--- src/rtl/rf_sweep_param.sv ---
// Parametrised 2-read/1-write register file with a sequential clear sweep, a ready flag and an error pulse.
// Optional build macro RF_BYPASS_EN forwards same-cycle write data to the matching read port.
module rf_sweep_param #(
  parameter int WIDTH    = 16,
  parameter int NUM_REGS = 8,
  parameter int SEL_W    = 3
) (
  input  logic             clk,
  input  logic             rst,
  input  logic [SEL_W-1:0] read1regsel,
  input  logic [SEL_W-1:0] read2regsel,
  input  logic [SEL_W-1:0] writeregsel,
  input  logic [WIDTH-1:0] writedata,
  input  logic             write,
  input  logic             clear,
  output logic [WIDTH-1:0] read1data,
  output logic [WIDTH-1:0] read2data,
  output logic             ready,
  output logic             err
);

  typedef enum logic {IDLE = 1'b0, CLEAR = 1'b1} state_t;

  localparam int               DEPTH = 1 << SEL_W;
  localparam logic [SEL_W:0]   NUM   = (SEL_W+1)'(NUM_REGS);
  localparam logic [SEL_W-1:0] LAST  = SEL_W'(NUM_REGS - 1);

  state_t           state_q, state_d;
  logic [SEL_W-1:0] cnt_q, cnt_d;
  logic             err_d;
  logic             wr_in, rd1_in, rd2_in, wr_en;

  // Sized to the full select space so any select indexes safely; entries
  // at or above NUM_REGS are never written and never read out.
  logic [WIDTH-1:0] mem [DEPTH];

  assign wr_in  = {1'b0, writeregsel} < NUM;
  assign rd1_in = {1'b0, read1regsel} < NUM;
  assign rd2_in = {1'b0, read2regsel} < NUM;
  assign ready  = (state_q == IDLE);
  assign wr_en  = ready && write && wr_in;

  assign err_d = (write && !ready) || (write && !wr_in) || (ready && (!rd1_in || !rd2_in));

  always_comb begin
    state_d = state_q;
    cnt_d   = cnt_q;
    case (state_q)
      IDLE: begin
        if (clear) begin
          state_d = CLEAR;
          cnt_d   = '0;
        end
      end
      CLEAR: begin
        cnt_d = cnt_q + 1'b1;
        if (cnt_q == LAST) state_d = IDLE;
      end
      default: state_d = CLEAR;
    endcase
  end

  always_ff @(posedge clk) begin
    if (rst) begin
      state_q <= CLEAR;
      cnt_q   <= '0;
      err     <= 1'b0;
    end else begin
      state_q <= state_d;
      cnt_q   <= cnt_d;
      err     <= err_d;
    end
  end

  // A write that coincides with a clear request commits; the sweep then zeroes it.
  always_ff @(posedge clk) begin
    if (!rst) begin
      if (state_q == CLEAR) mem[cnt_q] <= '0;
      else if (wr_en)       mem[writeregsel] <= writedata;
    end
  end

  always_comb begin
    read1data = '0;
    read2data = '0;
    if (ready && rd1_in) begin
      read1data = mem[read1regsel];
`ifdef RF_BYPASS_EN
      if (wr_en && (writeregsel == read1regsel)) read1data = writedata;
`endif
    end
    if (ready && rd2_in) begin
      read2data = mem[read2regsel];
`ifdef RF_BYPASS_EN
      if (wr_en && (writeregsel == read2regsel)) read2data = writedata;
`endif
    end
  end

endmodule
--- config.mk ---
export PLATFORM = sky130hd
export DESIGN_NAME = rf_sweep_param
export DESIGN_NICKNAME = d
export VERILOG_FILES = /design/src/rtl/rf_sweep_param.sv
export SDC_FILE = /design/constraint.sdc
export NUM_CORES = 1
export LEC_CHECK = 0
export ABC_AREA = 1
export CAP_MARGIN = 20
export CORE_MARGIN = 3
export CORE_UTILIZATION = 55
export CTS_CLUSTER_DIAMETER = 120
export CTS_CLUSTER_SIZE = 40
export DETAILED_ROUTE_END_ITERATION = 7
export DONT_BUFFER_PORTS = 1
export GPL_TIMING_DRIVEN = 0
export MAX_ROUTING_LAYER = met4
export PLACE_DENSITY = 0.7
export SYNTH_ARGS = -nofsm -noshare
export SYNTH_HDL_FRONTEND = slang
export SYNTH_SLANG_ARGS = --single-unit
--- constraint.sdc ---
create_clock -name clk -period 2.5 [get_ports clk]
set_clock_uncertainty 0.05 [all_clocks]
set_input_delay 0.25 -clock clk [delete_from_list [all_inputs] [get_ports clk]]
set_output_delay 0.25 -clock clk [all_outputs]
set_load 0.005 [all_outputs]
* Word-level counts from Yosys, hierarchy flattened
Memories as Yosys holds them, arrays and structs flattened.
Cells that the tools add are included.
** Word-level totals
- Memories kept :: 1
- Register bits after elaboration :: 5
- RAM bits :: 128
** Memories
- mem :: words 8, width 16, read ports 2, clocked after memory_dff 0, wr ports 1, line 35 : logic [WIDTH-1:0] mem [DEPTH];
** Operators by class
- Bitwise logic cells :: 1
- Equality and inequality tests :: 2
- Mux-type cells :: 17
- Reduce and logical (&&, ||, !) cells :: 3
- $add $sub $neg :: 1
** Operator list (number)
- $mux W16 :: 3
- $reduce_or A16 Y1 :: 1
- $mux W1 :: 10
- $mux W3 :: 2
- $pmux W3 S2 :: 1
- $add A3 B1 Y3 const B :: 1
- $eq A3 B3 Y1 const B :: 1
- $logic_and A1 B1 Y1 :: 2
- $ne A2 B2 Y1 const B :: 1
- $pmux W1 S2 :: 1
- $not A1 Y1 :: 1

* Longest topological paths before layout
Gate-level depths: netlist (run 1).
- Word-level depth :: 8
- Mapped depth :: 7
- Depth with buffers taken out :: 7

* Least setup slack after synthesis (run 1)
No wires, ideal clock.
- Kind :: reg-to-reg
- From :: reg state_q
- To :: mem mem[6][0] (enable)
- Slack :: 0.469 ns
- Arrival :: 1.592 ns
- Cell stages (with the launch flop) :: 7
- Setup time :: 0.388 ns
- Period minus slack after synthesis :: 2.031 ns
- Cell sequence :: dfxtp_1 inv_2 nand3_4 buf_6 o21ai_2 nand2_1 nor2_1
** Between the ends
- Cells in the longest elaborated chain, start to end :: 8
** RTL lines
- from (decl) :: line 28 : state_t state_q, state_d;
- from (signal assigned) :: line 69 : state_q <= state_d;
- $not A1 Y1 :: line 40 : assign ready = (state_q == IDLE);
- $logic_and A1 B1 Y1 :: line 41 : assign wr_en = ready && write && wr_in;
- $mux W1 :: line 79 : else if (wr_en) mem[writeregsel] <= writedata;
- $mux W1 :: line 78 : if (state_q == CLEAR) mem[cnt_q] <= '0;
- $mux W1 :: line 77 : if (!rst) begin
- $mux W1 (not written as such) :: line 79
- $reduce_or A16 Y1 (no source line)
- $mux W3 (no source line) / $mux W1 (equally long branches)
- to (decl) :: line 35
Parallel ways exist; a longest one is shown, timed or not.

* Worst setup path in the final report (run 1)
- From :: reg state_q
- To :: mem mem[2][10] (enable)
The elaborated chain is that of the path after synthesis.

==> impl_results.md, run 1 <==
* Post-CTS Repair Setup Buffers at 0
* Peak ir drop on the vdd network at 0.5210 mV
* Total number of placement rows at 41
* Clk buf depth at 2
* Max-slew violation count at 0
* Leading cell types in the layout, fill and taps excluded: 335 x nand2_1, 160 x nand3_1, 151 x inv_1
* Total length of routed met3 wires at 2257 um
* Number of detailed-routing iterations run before antenna repair at 5
* Unrepaired setup endpoints after global routing: no
* Clock buffers created by TritonCTS at 17
* Area of the core at 12820 um^2
* Number of distinct library cells after synthesis at 22
* Period Utilization, post-route at 0.8947
* Routed wl met2 at 9944 um
* DRT met1 WL at 8352 um
* Dpl cell area at 7696 um^2
* Synthesized Nets at 973
* Type of the worst min-delay path: in -> reg
* Ports at 63
* Final cell count without fillers at 1155
* Clock edge transition at the registers on the reported setup and hold paths at 60 ps
* Count of buffer and inverter cells on the critical path at 3
* Synth Area in Adders at 0.003425
* Leakage power figure at 3.951 nW
* Setup slack after layout at 263.2 ps
* Number of antenna violations at the first check in global routing at 0
* Slowest library cell on the worst path: nor2_2
* Cells resized by post-CTS repair at 0
* Number of warnings issued by yosys at 0
* Post-layout power at 0.005328 W
* Share of final-layout standard cells stronger than drive strength 1 at 0.09664
* Area of the mapped netlist at 7307 um^2
* Top Family by Delay on Critical Path: simple AND/OR/NAND/NOR gates
* CP Depth at 7
* Dominant combinational cell family by area after synthesis: simple AND/OR/NAND/NOR gates
* Average detailed-routed wire length per instance at 18.23 um
* Root Buffer Master: clkbuf_16
* Worst Setup Slack post-DPL at 272.5 ps
* Die width at 121.3 um
* Cell count of the worst reg-to-reg path at 7
* Critical path's largest stage delay at 600 ps
* Cell area power density at 644.3 nW/um^2
* Area delta synth->final at 13.18%
* Sequential element share of the synthesized area at 0.5397
* Highest metal used: met4
* Die Height at 121.3 um
* All-layer global routing usage at 0.3097
* Max Fanout on Critical Path at 10
* Number of remaining DRC errors at 0
* Routed WL at 21060 um
* Slew margin rel. at 0.5252
* Type of element launching the critical path: flip-flop
* Capturing element type of the critical path: flip-flop
* Multiplexer share of the synthesized area at 0
* Number of failing hold endpoints at the final stage at 0
* Critical-path cell list: inv_2 > nand3_4 > buf_6 > nand2_2 > nand2_1 > nor2_2 > buf_8
* Total instance count after detailed placement at 1122
* Number of storage elements in the synthesis netlist at 133
* Count of inserted antenna diode cells at 0
* Largest net degree at the start of global routing at 17
* Via count of the first global-routing pass at 5942
* Sum of overflow across all layers after global routing at 0
* Post-Syn Instances at 942
* Compound-gate portion of the synthesized area at 0.006507
* Post-layout net count at 1003
* Via-per-instance ratio at 5.428
* Crit path from: state_q$_SDFF_PP1_
* Simple-gate area share of the yosys netlist at 0.3349
* H-tree levels at 4
* Parity-gate share of the synthesized area counting xor and xnor cells at 0
* Reported max-cap violation count at 0
* Post-route cell area at 8270 um^2
* Drt first-iter violations at 788
* Reg2reg setup slack at 260 ps
* Final critical path time including I/O delays and setup at 2237 ps
* Clock network latency to the later pin of the worst-skew pair at 420 ps
* Number of I/O port buffers at 0
* Clock tree from TritonCTS: yes
* Critical path required time at 2580 ps
* RR Endpoint: mem[2][10]$_DFFE_PP_
* GP Congestion at 0.9792
* Number of clock sinks at 133
* Antenna Nets Post-Route at 0
* Detailed-route via count at 6269
* Worst R2R Start: state_q$_SDFF_PP1_
* Classification of the worst setup path: reg -> reg
* Capture point of the critical path: mem[2][10]$_DFFE_PP_
* Result of the run: finished, final reports clean
* Transition time of the tightest slew-check pin at 712.2 ps
* Arrival time at the worst endpoint at 2320 ps
* Average size of a mapped cell at 7.757 um^2
* Starting utilization of the core area at 0.5698
* Most common library cell in the layout ignoring fill and taps: nand2_1
* First-pass GRT wire length at 32170 um
* DP Wirelength at 14230 um
* Final setup violating endpoints at 0
* Area enclosed by the die boundary at 14700 um^2
* F_max at 447.1 MHz
-- area by class of cell --
type                            instances  area, um^2
Clock buffer                           18       429.2
Inverter                              157       589.3
Fill cell                            1082        4554
Timing Repair Buffer                   11       183.9
Buffer                                 51       254.0
Sequential cell                       133        3944
Tap cell                              172       215.2
Clock inverter                         12       115.1
Multi-Input combinational cell        601        2540
-- repair_timing --
item | in CTS | in global routing
hold buffers | 3 | 0
endpoints found under the setup margin | 0 | 0
endpoints found under the hold margin | 3 | 0
-- state kept, by name (all words and copies together), names as in the netlist --
register  cells
mem         128
cnt_q         3
err           1
state_q       1
-- how the worst min path moves through the flow --
stage	endpoint	startpoint	slack (ps)	depth (start not counted)
floorplan	err$_SDFF_PP0_	rst	270	1
global placement	err$_SDFF_PP0_	rst	270	1
detailed placement	err$_SDFF_PP0_	rst	280	1
CTS	mem[3][15]$_DFFE_PP_	writedata[15]	90	2
global route	mem[2][7]$_DFFE_PP_	writedata[7]	100	2
finish	mem[3][15]$_DFFE_PP_	writedata[15]	100	2
-- through the flow --
| step | hold slack [ps] | TNS [ps] | util |
|---|---|---|---|
| after floorplan | 271.7 | 0 | - |
| after global placement | 274.6 | -48110 | 0.5865 |
| after detailed placement | 275.3 | 0 | 0.6001 |
| after CTS | 87.01 | 0 | 0.6449 |
| after global routing | 96.55 | 0 | 0.6449 |
| final | 99.20 | 0 | 0.6449 |
-- power breakdown --
part | switching, W | total [W] | internal (W)
clock | 0.000891 | 0.00232 | 0.00143
combinational | 0.000372 | 0.000538 | 0.000165
sequential | 0.00000992 | 0.00247 | 0.00246
-- cell families (layout without fill, tap and decap cells) --
group	count (synthesis)	in the layout
compound gates	7	7
flops	133	133
simple gates	592	592
buf+inv	208	249
fa+ha+maj	2	2
-- routing by layer --
metal  GRT usage  up-vias
met5           -        -
met4      0.1155        0
met3     0.08951       48
met2      0.4835      335
met1      0.3874     2872
li1            -     3014
-- synth_stat cells --
library cell | number | share of area
o21ai_2 | 2 | 0.0024
nand3_1 | 160 | 0.11
nor2_1 | 93 | 0.048
buf_2 | 38 | 0.026
ha_1 | 2 | 0.0034
nand2_1 | 335 | 0.17
nand4_1 | 1 | 0.00086
a211oi_1 | 1 | 0.0010
nand2_2 | 1 | 0.00086
dfxtp_1 | 5 | 0.014
inv_2 | 6 | 0.0031
buf_1 | 5 | 0.0026
edfxtp_1 | 128 | 0.53
buf_6 | 1 | 0.0015
inv_1 | 151 | 0.078
nand3_4 | 1 | 0.0024
nand3_2 | 1 | 0.0014
o21ai_1 | 1 | 0.00068
a22oi_1 | 1 | 0.0010
clkbuf_1 | 5 | 0.0026
o21ai_0 | 2 | 0.0014
buf_4 | 2 | 0.0021
Note: power is estimated with default switching activity, not from simulation.
==> run 2: changes to the inputs <==
Settings changed: REMOVE_ABC_BUFFERS from default to 1.
==> run 2 against run 1 <==
  * Final cell count is 4.0% lower
  * Cell area shrank 1.2%
  * Hold slack worse by 36 ps
  * Global-route usage is 5.1 points lower
  * Fmax down 3.6%
  * Largest cell class unchanged
  * Largest power group is now clock
==> impl_results.md, run 2 (synthesis gave the netlist of run 1 again) <==
* Result of the run: finished, final reports clean (unchanged)
* Crit path from: state_q$_SDFF_PP1_ (unchanged)
* Unrepaired setup endpoints after global routing: no (unchanged)
* Dpl cell area at 7421 um^2 (was 7696 um^2)
* Number of remaining DRC errors at 0 (unchanged)
* Sw frac at 0.2036 (was 0.2390)
* Clock tree from TritonCTS: yes (unchanged)
* Leading cell types in the layout, fill and taps excluded: 335 x nand2_1, 160 x nand3_1, 151 x inv_1 (unchanged)
* Count of inserted antenna diode cells at 0 (unchanged)
* Average detailed-routed wire length per instance at 16.03 um (was 18.23 um)
* Number of antenna violations at the first check in global routing at 0 (unchanged)
* Post-CTS Repair Setup Buffers at 0 (unchanged)
* Peak ir drop on the vdd network at 0.3651 mV (was 0.5210 mV)
* Type of the worst min-delay path: in -> reg (unchanged)
* Slowest library cell on the worst path: dfxtp_1 (was nor2_2)
* Clock share of power at 0.474 (was 0.436)
* Leakage power figure at 3.829 nW (was 3.951 nW)
* Number of detailed-routing iterations run before antenna repair at 5 (unchanged)
* DP Wirelength at 9662 um (was 14230 um)
* Transition time of the tightest slew-check pin at 760.3 ps (was 712.2 ps)
* Worst Hold Margin at 63.17 ps (was 99.20 ps)
* Clk buf depth at 2 (unchanged)
* Most common library cell in the layout ignoring fill and taps: nand2_1 (unchanged)
* Critical path's largest stage delay at 370 ps (was 600 ps)
* Capturing element type of the critical path: flip-flop (unchanged)
* Largest register FFs at 128 (unchanged)
* Design internal power at 0.004354 W (was 0.004055 W)
* Slew margin rel. at 0.4924 (was 0.5252)
* Die Height at 121.3 um (unchanged)
* Largest Register: mem (unchanged)
* Die width at 121.3 um (unchanged)
* Post-layout power at 0.005467 W (was 0.005328 W)
* Utilization after layout at 0.6370 (was 0.6449)
* Hold Path Cell Cnt at 3 (was 2)
* RR Endpoint: mem[7][12]$_DFFE_PP_ (was mem[2][10]$_DFFE_PP_)
* Clock network latency to the later pin of the worst-skew pair at 420 ps (about the same)
* Fill cells at 1100 (was 1082)
* Area of the core at 12820 um^2 (unchanged)
* Antenna Nets Post-Route at 0 (unchanged)
* F_max at 431.1 MHz (was 447.1 MHz)
* Post-route cell area at 8169 um^2 (was 8270 um^2)
* Max-slew violation count at 0 (unchanged)
* Area enclosed by the die boundary at 14700 um^2 (unchanged)
* Worst Setup Slack post-DPL at -572.5 ps (was 272.5 ps)
* Reported max-cap violation count at 0 (unchanged)
* Via count of the first global-routing pass at 5452 (was 5942)
* Post-layout net count at 955 (was 1003)
* Critical-path cell list: inv_6 > nand3_4 > nand2_1 > inv_1 > nor2_1 > nand2_1 > nor2_2 > buf_16 (was inv_2 > nand3_4 > buf_6 > nand2_2 > nand2_1 > nor2_2 > buf_8)
* Most Frequent Cell on Critical Path: nand2_1
* Total number of placement rows at 41 (unchanged)
* GP Congestion at 0.7876 (was 0.9792)
* Worst R2R Start: state_q$_SDFF_PP1_ (unchanged)
* Period Utilization, post-route at 0.9280 (was 0.8947)
* Detailed-route via count at 5821 (was 6269)
* Final setup violating endpoints at 0 (unchanged)
* Largest registers in the final layout: mem (128), cnt_q (3) (unchanged)
* Reg2reg setup slack at 180 ps (was 260 ps)
* Classification of the worst setup path: reg -> reg (unchanged)
* Share of final-layout standard cells stronger than drive strength 1 at 0.05977 (was 0.09664)
* Type of element launching the critical path: flip-flop (unchanged)
* Routed WL at 17770 um (was 21060 um)
* Ports at 63 (unchanged)
* Endpoint of the worst hold-timing path: cnt_q[1]$_SDFFE_PP0P_ (was mem[3][15]$_DFFE_PP_)
* Drt first-iter violations at 418 (was 788)
* Starting utilization of the core area at 0.5698 (unchanged)
* Part of the power in combinational logic at 0.075 (was 0.101)
* Sw power at 0.001113 W (was 0.001273 W)
* Area delta synth->final at 11.80% (was 13.18%)
* Root Buffer Master: clkbuf_16 (unchanged)
* All-layer global routing usage at 0.2584 (was 0.3097)
* Number of I/O port buffers at 0 (unchanged)
* Share of power burned in registers at 0.451 (was 0.463)
* Arrival time at the worst endpoint at 2380 ps (was 2320 ps)
* Largest net degree at the start of global routing at 66 (was 17)
* Clock edge transition at the registers on the reported setup and hold paths at 60 ps (about the same)
* Cell area power density at 669.2 nW/um^2 (was 644.3 nW/um^2)
* Sum of overflow across all layers after global routing at 0 (unchanged)
* Via-per-instance ratio at 5.249 (was 5.428)
* Hold Startpoint: rst (was writedata[15])
* Clock buffers created by TritonCTS at 17 (unchanged)
* Number of failing hold endpoints at the final stage at 0 (unchanged)
* Final critical path time including I/O delays and setup at 2320 ps (was 2237 ps)
* H-tree levels at 4 (unchanged)
* Cell count of the worst reg-to-reg path at 8 (was 7)
* Max Fanout on Critical Path at 37 (was 10)
* First-pass GRT wire length at 27720 um (was 32170 um)
* Critical path required time at 2560 ps (was 2580 ps)
* Setup slack after layout at 180.1 ps (was 263.2 ps)
* Number of clock sinks at 133 (unchanged)
==> run 2: cell count changes in the layout (fill, tap and decap cells not counted), sizes merged <==
cell	delta
buf	-44
bufinv	+3
clkbuf	-3
clkinv	-1
clkinvlp	-2
nand3	+1
==> run 2: power groups by stage <==
stage	sequential, W	combinational (W)	clock, W
4_1_cts	0.00247	0.000399	0.00261
3_5_place_dp	0.00251	0.000385	0
2_1_floorplan	0.00251	0.000283	0
6_report	0.00247	0.000408	0.00259
3_3_place_gp	0.00251	0.000357	0
5_1_grt	0.00247	0.000467	0.00273
==> run 2: per-stage QoR <==
stage | TNS [ps] | instances
finish | 0 | 1109
CTS | 0 | 1107
global route | 0 | 1109
detailed placement | -57680 | 1071
floorplan | 0 | 891
global placement | -176880 | 1063
==> run 2: layer usage <==
layer / routed length [um] / up-vias / part of all wire / global-route usage
met5: 0 / - / 0 / -
met4: 371 / 0 / 0.021 / 0.08613
met3: 1310 / 41 / 0.074 / 0.06154
met2: 8778 / 216 / 0.49 / 0.4234
met1: 7312 / 2648 / 0.41 / 0.3187
li1: - / 2916 / - / -
==> run 2: worst max path at each step <==
stage                                end  slack [ps]  cells after the start
finish              mem[7][12]$_DFFE_PP_         180                      8
global route         mem[7][4]$_DFFE_PP_          30                      8
CTS                 mem[6][12]$_DFFE_PP_          20                      8
detailed placement   mem[0][1]$_DFFE_PP_        -570                      6
global placement     mem[3][5]$_DFFE_PP_       -1450                      5
floorplan            mem[4][0]$_DFFE_PP_          20                      7
==> run 2: final cells by class <==
class	count	area, um^2	share of cell area
Sequential cell	133	3944	0.4828
Multi-Input combinational cell	602	2585	0.3164
Inverter	157	594.3	0.07275
Clock buffer	20	436.7	0.05345
Tap cell	172	215.2	0.02634
Timing Repair Buffer	13	210.2	0.02573
Clock inverter	12	183.9	0.02251
==> run 2: timing repair <==
action | CTS | global route
resized for setup | 4 | 5
setup endpoints to repair | 128 | 57
gates cloned | 1 | 0
hold buffers | 3 | 0
endpoints found under the hold margin | 2 | 0
pin swaps | 1 | 0
==> run 2: critical path, delay by kind of cell, from the launching register on <==
kind	cells	cell delay [ps]
buffers and inverters	3	580
DFF	1	370
and+or+nand+nor	5	1000
